## src/rtl/q_update_engine_if.sv

```systemverilog
// Request/RAM bundle for the Q-learning write-back engine.
// The engine sits on the slave modport; the requester and Q-table RAM sit on the master side.
interface q_update_engine_if #(
  parameter int STATE_W = 6
);
  logic               upd_valid;
  logic               upd_ready;
  logic [STATE_W-1:0] upd_state;
  logic [3:0]         upd_action;
  logic [15:0]        upd_reward;
  logic [15:0]        upd_max_q;
  logic [STATE_W+3:0] q_addr;
  logic               q_rd_en;
  logic [15:0]        q_rd_data;
  logic               q_we;
  logic [15:0]        q_wr_data;
  logic               upd_done;
  logic               upd_err;

  modport master (
    output upd_valid, upd_state, upd_action, upd_reward, upd_max_q, q_rd_data,
    input  upd_ready, q_addr, q_rd_en, q_we, q_wr_data, upd_done, upd_err
  );

  modport slave (
    input  upd_valid, upd_state, upd_action, upd_reward, upd_max_q, q_rd_data,
    output upd_ready, q_addr, q_rd_en, q_we, q_wr_data, upd_done, upd_err
  );
endinterface

```

## src/rtl/q_update_engine.sv

```systemverilog
// Q-table write-back: Q(s,a) += alpha*(r + gamma*maxQ' - Q(s,a)) as a 4-cycle read-modify-write.
// Define QUPD_SATURATE_EN to clamp the result to 0..65535 instead of wrapping modulo 2^16.
module q_update_engine #(
  parameter int STATE_W     = 6,
  parameter int NUM_ACTIONS = 15,
  parameter int ALPHA_SHIFT = 2,
  parameter int GAMMA_SHIFT = 3
) (
  input  logic                clk,
  input  logic                rst_n,
  q_update_engine_if.slave    io_bus
);

  localparam logic [4:0] NUM_ACT_L = 5'(NUM_ACTIONS);

  typedef enum logic [2:0] {
    S_IDLE,
    S_RD,
    S_CALC,
    S_WR,
    S_ERR
  } state_t;

  state_t             r_state;
  state_t             w_nextState;
  logic               r_live;
  logic [STATE_W+3:0] r_addr;
  logic [15:0]        r_reward;
  logic [15:0]        r_maxQ;
  logic [15:0]        r_result;

  logic               w_accept;
  logic               w_illegal;
  logic [16:0]        w_g;
  logic signed [18:0] w_target;
  logic signed [18:0] w_diff;
  logic signed [18:0] w_delta;
  logic [15:0]        w_result;

  assign w_accept  = io_bus.upd_valid && io_bus.upd_ready;
  assign w_illegal = ({1'b0, io_bus.upd_action} >= NUM_ACT_L);

  // r_live keeps upd_ready low until the first clock edge after reset release
  always_ff @(posedge clk or negedge rst_n) begin
    if (!rst_n) begin
      r_state <= S_IDLE;
      r_live  <= 1'b0;
    end else begin
      r_state <= w_nextState;
      r_live  <= 1'b1;
    end
  end

  always_comb begin
    w_nextState       = r_state;
    io_bus.upd_ready  = 1'b0;
    io_bus.q_rd_en    = 1'b0;
    io_bus.q_we       = 1'b0;
    io_bus.upd_done   = 1'b0;
    io_bus.upd_err    = 1'b0;
    case (r_state)
      S_IDLE: begin
        io_bus.upd_ready = r_live;
        if (w_accept) begin
          w_nextState = w_illegal ? S_ERR : S_RD;
        end
      end
      S_RD: begin
        io_bus.q_rd_en = 1'b1;
        w_nextState    = S_CALC;
      end
      S_CALC: begin
        w_nextState = S_WR;
      end
      S_WR: begin
        io_bus.q_we     = 1'b1;
        io_bus.upd_done = 1'b1;
        w_nextState     = S_IDLE;
      end
      S_ERR: begin
        io_bus.upd_err = 1'b1;
        w_nextState    = S_IDLE;
      end
      default: w_nextState = S_IDLE;
    endcase
  end

  // Request fields are frozen at accept so the requester may move on immediately
  always_ff @(posedge clk or negedge rst_n) begin
    if (!rst_n) begin
      r_addr   <= '0;
      r_reward <= '0;
      r_maxQ   <= '0;
    end else if (w_accept) begin
      r_addr   <= {io_bus.upd_state, io_bus.upd_action};
      r_reward <= io_bus.upd_reward;
      r_maxQ   <= io_bus.upd_max_q;
    end
  end

  assign w_g      = {1'b0, r_maxQ} - {1'b0, (r_maxQ >> GAMMA_SHIFT)};
  assign w_target = {{3{r_reward[15]}}, r_reward} + {2'b00, w_g};
  assign w_diff   = w_target - {3'b000, io_bus.q_rd_data};
  assign w_delta  = w_diff >>> ALPHA_SHIFT;

`ifdef QUPD_SATURATE_EN
  logic signed [19:0] w_new;
  assign w_new = {4'b0000, io_bus.q_rd_data} + {w_delta[18], w_delta};
  always_comb begin
    w_result = w_new[15:0];
    if (w_new[19]) begin
      w_result = 16'h0000;
    end else if (w_new[19:16] != 4'b0000) begin
      w_result = 16'hFFFF;
    end
  end
`else
  assign w_result = 16'({4'b0000, io_bus.q_rd_data} + {w_delta[18], w_delta});
`endif

  // The RAM returns q_old during CALC; the result is registered for the WR cycle
  always_ff @(posedge clk or negedge rst_n) begin
    if (!rst_n) begin
      r_result <= '0;
    end else if (r_state == S_CALC) begin
      r_result <= w_result;
    end
  end

  assign io_bus.q_addr    = r_addr;
  assign io_bus.q_wr_data = r_result;

endmodule

```

## src/flat_wrapper.sv

```systemverilog
// flat-port wrapper written by rule: the top's interface ports become plain ports
module q_update_engine_flat 
#(
  parameter int STATE_W     = 6,
  parameter int NUM_ACTIONS = 15,
  parameter int ALPHA_SHIFT = 2,
  parameter int GAMMA_SHIFT = 3
)
  (clk, rst_n, io_bus_upd_valid, io_bus_upd_state, io_bus_upd_action, io_bus_upd_reward, io_bus_upd_max_q, io_bus_q_rd_data, io_bus_upd_ready, io_bus_q_addr, io_bus_q_rd_en, io_bus_q_we, io_bus_q_wr_data, io_bus_upd_done, io_bus_upd_err);
  q_update_engine_if #(.STATE_W(STATE_W)) io_bus_i ();
  input  logic clk;
  input  logic rst_n;
  input wire logic [$bits(io_bus_i.upd_valid)-1:0] io_bus_upd_valid;
  input wire logic [$bits(io_bus_i.upd_state)-1:0] io_bus_upd_state;
  input wire logic [$bits(io_bus_i.upd_action)-1:0] io_bus_upd_action;
  input wire logic [$bits(io_bus_i.upd_reward)-1:0] io_bus_upd_reward;
  input wire logic [$bits(io_bus_i.upd_max_q)-1:0] io_bus_upd_max_q;
  input wire logic [$bits(io_bus_i.q_rd_data)-1:0] io_bus_q_rd_data;
  output wire logic [$bits(io_bus_i.upd_ready)-1:0] io_bus_upd_ready;
  output wire logic [$bits(io_bus_i.q_addr)-1:0] io_bus_q_addr;
  output wire logic [$bits(io_bus_i.q_rd_en)-1:0] io_bus_q_rd_en;
  output wire logic [$bits(io_bus_i.q_we)-1:0] io_bus_q_we;
  output wire logic [$bits(io_bus_i.q_wr_data)-1:0] io_bus_q_wr_data;
  output wire logic [$bits(io_bus_i.upd_done)-1:0] io_bus_upd_done;
  output wire logic [$bits(io_bus_i.upd_err)-1:0] io_bus_upd_err;
  assign io_bus_i.upd_valid = io_bus_upd_valid;
  assign io_bus_i.upd_state = io_bus_upd_state;
  assign io_bus_i.upd_action = io_bus_upd_action;
  assign io_bus_i.upd_reward = io_bus_upd_reward;
  assign io_bus_i.upd_max_q = io_bus_upd_max_q;
  assign io_bus_i.q_rd_data = io_bus_q_rd_data;
  assign io_bus_upd_ready = io_bus_i.upd_ready;
  assign io_bus_q_addr = io_bus_i.q_addr;
  assign io_bus_q_rd_en = io_bus_i.q_rd_en;
  assign io_bus_q_we = io_bus_i.q_we;
  assign io_bus_q_wr_data = io_bus_i.q_wr_data;
  assign io_bus_upd_done = io_bus_i.upd_done;
  assign io_bus_upd_err = io_bus_i.upd_err;
  q_update_engine #(.STATE_W(STATE_W), .NUM_ACTIONS(NUM_ACTIONS), .ALPHA_SHIFT(ALPHA_SHIFT), .GAMMA_SHIFT(GAMMA_SHIFT)) u_core (.clk(clk), .rst_n(rst_n), .io_bus(io_bus_i));
endmodule
```

## config.mk

```make
export PLATFORM = sky130hd
export DESIGN_NAME = q_update_engine_flat
export DESIGN_NICKNAME = d
export VERILOG_FILES = /design/src/rtl/q_update_engine_if.sv /design/src/rtl/q_update_engine.sv /design/src/flat_wrapper.sv
export SDC_FILE = /design/constraint.sdc
export NUM_CORES = 1
export LEC_CHECK = 0
export BUFFER_PORTS_ARGS = -buffer_cell sky130_fd_sc_hd__buf_2
export CAP_MARGIN = 20
export CORE_MARGIN = 4
export CORE_UTILIZATION = 50
export DETAILED_ROUTE_END_ITERATION = 8
export PLACE_DENSITY = 0.73
export REMOVE_ABC_BUFFERS = 1
export SYNTH_ARGS = -nofsm -noshare
export SYNTH_HDL_FRONTEND = slang
export SYNTH_SLANG_ARGS = --single-unit
```

## constraint.sdc

```tcl
create_clock -name clk -period 6.5 [get_ports clk]
set_input_delay 0.65 -clock clk [delete_from_list [all_inputs] [get_ports clk]]
set_output_delay 0.65 -clock clk [all_outputs]
set_load 0.1 [all_outputs]
```

==> results.ini <==
[die]
ioPinCount=92
die-area_um2=11200
coreArea_um2=9280
die_h_um=106
initial_core_util=0.515
die_x_um=106
rows=35

[sta]
finalHoldViolCount=0
clock_skew_ps=8.57
worst_slack_ps=856
tightest_slew_ps=993
setup_viol=0
rsz0062_at_grt=no
period_share=0.868
maxSlewHeadroom=0.336
holdWs_ps=451
tns_ps=0
max_freq_mhz=177
slew_viol_final=0
period_minus_slack_ps=5640

[finish]
drive_above_1_share=0.185
nFillCells=896
design_area_um2=5560
syn_to_final_growth_pct=16.3
n_antenna_cell=0
nets=770

[detailed_routing]
viasPerCell=5.18
ant_nets=0
drt-wirelength-per-cell_um=13.7
drt_wl_total_um=10600
drt-pass1-iter-count=4
post-route-drc-count=0
drt_iter0_markers=90
num_vias=4036

[clocking]
cts.sinks=62
cts.clk_slew.worst_paths_ps=80
clk_latency_ps=350
clockBufferDepth=2
cts_buffers=9
cts.htree.levels=3
clockRootBuffer=clkbuf_8
cts_tree=yes
post_cts_buffers=0
hold_buffers=0
cts_resized=0

[placed_design]
io_buffers=91
post-place-ws_ps=856
placed_cell_area_um2=5350
globalplace.congestion=0.856
dp_hpwl_um=8430

[synth]
yosys_warnings=0
post-synth-top-area-cell=dfrtp_1
synth_top_area_frac=0.325
synth-main-ff-cell=dfrtp_1
synth_seq_cells=62
yosys-top-cells-count=nand2_1 (121), dfrtp_1 (62), ha_1 (47)
synth_edf_count=0
netlist_area_um2=4780
avgSynthCellArea_um2=8.60
synth_cells=556
async_flop_share=1.00
ys_seq_area_frac=0.325
yosysUniqueCellTypes=65
synth_top_cells_by_area=dfrtp_1 (32%), ha_1 (12%), nand2_1 (9.5%)
yosysMostFrequentCell=nand2_1

[global_routing]
grt_usage=0.207
grt_pass1_wl_um=19100
grt_max_degree=63
antenna_found_initial=0
grt_pass1_vias=4185
grt_overflow=0

[worst_setup_path]
critPathMaxFanout=5
crit_family=compound AO/OA/AOI/OAI gates
worst_setup_path_end_kind=register
crit_arrival_ps=5930
critPathLaunchType=register
path_cells=ha_1 -> fa_1 -> nor2b_1 -> o21ai_1 -> a21boi_0 -> o21ai_1 -> nor2b_1 -> xnor2_1 -> fa_1 -> ha_1 -> a41oi_1 -> o221ai_1 -> a21o_1 -> and2_4 -> a311o_1 -> xor2_1 -> ha_1 -> nand2_1 -> o31ai_1 -> nor4_1 -> or4_1 -> nand3_1
critPathSlowestCell=or4_1
r2r_slack_ps=860
cp.required_ps=6790
max_stage_delay_ps=510
critPathBufInv=0
cp_common_cell=ha_1
crit_type=reg2reg

[status]
outcome=finished, final reports clean

[worst_hold_path]
hold_path.class=in2async

[run]
cap_violations=0

## layer usage
layer,routed length [um],up-vias,global-route usage
met1,4970,1864,0.274
met4,182,0,0.0694
met3,309,14,0.0343
li1,-,2087,-
met2,5180,71,0.345
met5,0,-,0
## per-stage QoR
step / cells / util
CTS: 779 / 0.599
global route: 779 / 0.599
global placement: 763 / 0.576
detailed placement: 763 / 0.576
finish: 779 / 0.599
floorplan: 541 / -
## cell type report
cell class | count | area (um^2) | area share
clock buffers | 11 | 151 | 0.0272
repair buffers | 93 | 470 | 0.0846
flip-flops and latches | 62 | 1550 | 0.279
well taps | 129 | 161 | 0.0290
inverters | 44 | 165 | 0.0297
multi-input cells | 435 | 3000 | 0.540
clock inverters | 5 | 57.6 | 0.0104
## worst paths after layout
| path | startpoint | endpoint | cells after the start |
|---|---|---|---|
| hold / removal | rst_n | u_core.r_maxQ[2] | 2 |
| setup reg to reg | u_core.r_maxQ[3] | u_core.io_bus.q_wr_data[14] | 22 |
| min in group clk | u_core.io_bus.q_wr_data[12] | u_core.io_bus.q_wr_data[12] | 2 |
| max in group asynchronous | rst_n | u_core.r_maxQ[14] | 2 |
| hold reg to reg | u_core.io_bus.q_wr_data[12] | u_core.io_bus.q_wr_data[12] | 2 |
| setup / recovery | u_core.r_maxQ[3] | u_core.io_bus.q_wr_data[14] | 22 |
## state kept, by name, summed over array words and instances (netlist names)
signal	flops
u_core.io_bus.q_wr_data	16
u_core.r_maxQ	16
u_core.r_reward	16
u_core.io_bus.q_addr	10
u_core.r_state	3
u_core.r_live	1
## cells by family (layout without fill, tap and decap cells)
kind of cell / count (synthesis) / after routing / synth area share
simple gates: 215 / 215 / 0.204
compound gates: 124 / 124 / 0.171
fa+ha+maj: 64 / 64 / 0.194
flops: 62 / 62 / 0.325
buf+inv: 59 / 153 / 0.0476
xor+xnor: 27 / 27 / 0.0495
mux: 4 / 4 / 0.00916
other cells: 1 / 1 / 0.000784
## placed cells by master, fill, tap and decap left out, types with 10 or more instances in the layout
cell      synthesis  routed
xnor2_1          17      17
nand2_1         121     121
inv_1            43      43
a21oi_1          23      23
nor2_1           30      30
dfrtp_1          62      62
nor3_1           11      11
o21ai_0          36      36
xor2_1           10      10
ha_1             47      47
a21o_1           15      15
fa_1             17      17
buf_2             2      91
clkbuf_8          0      11
Power is left out: the tool's default activity adds up to more than one toggle a clock period on the data nets, which glitch-free logic cannot reach.
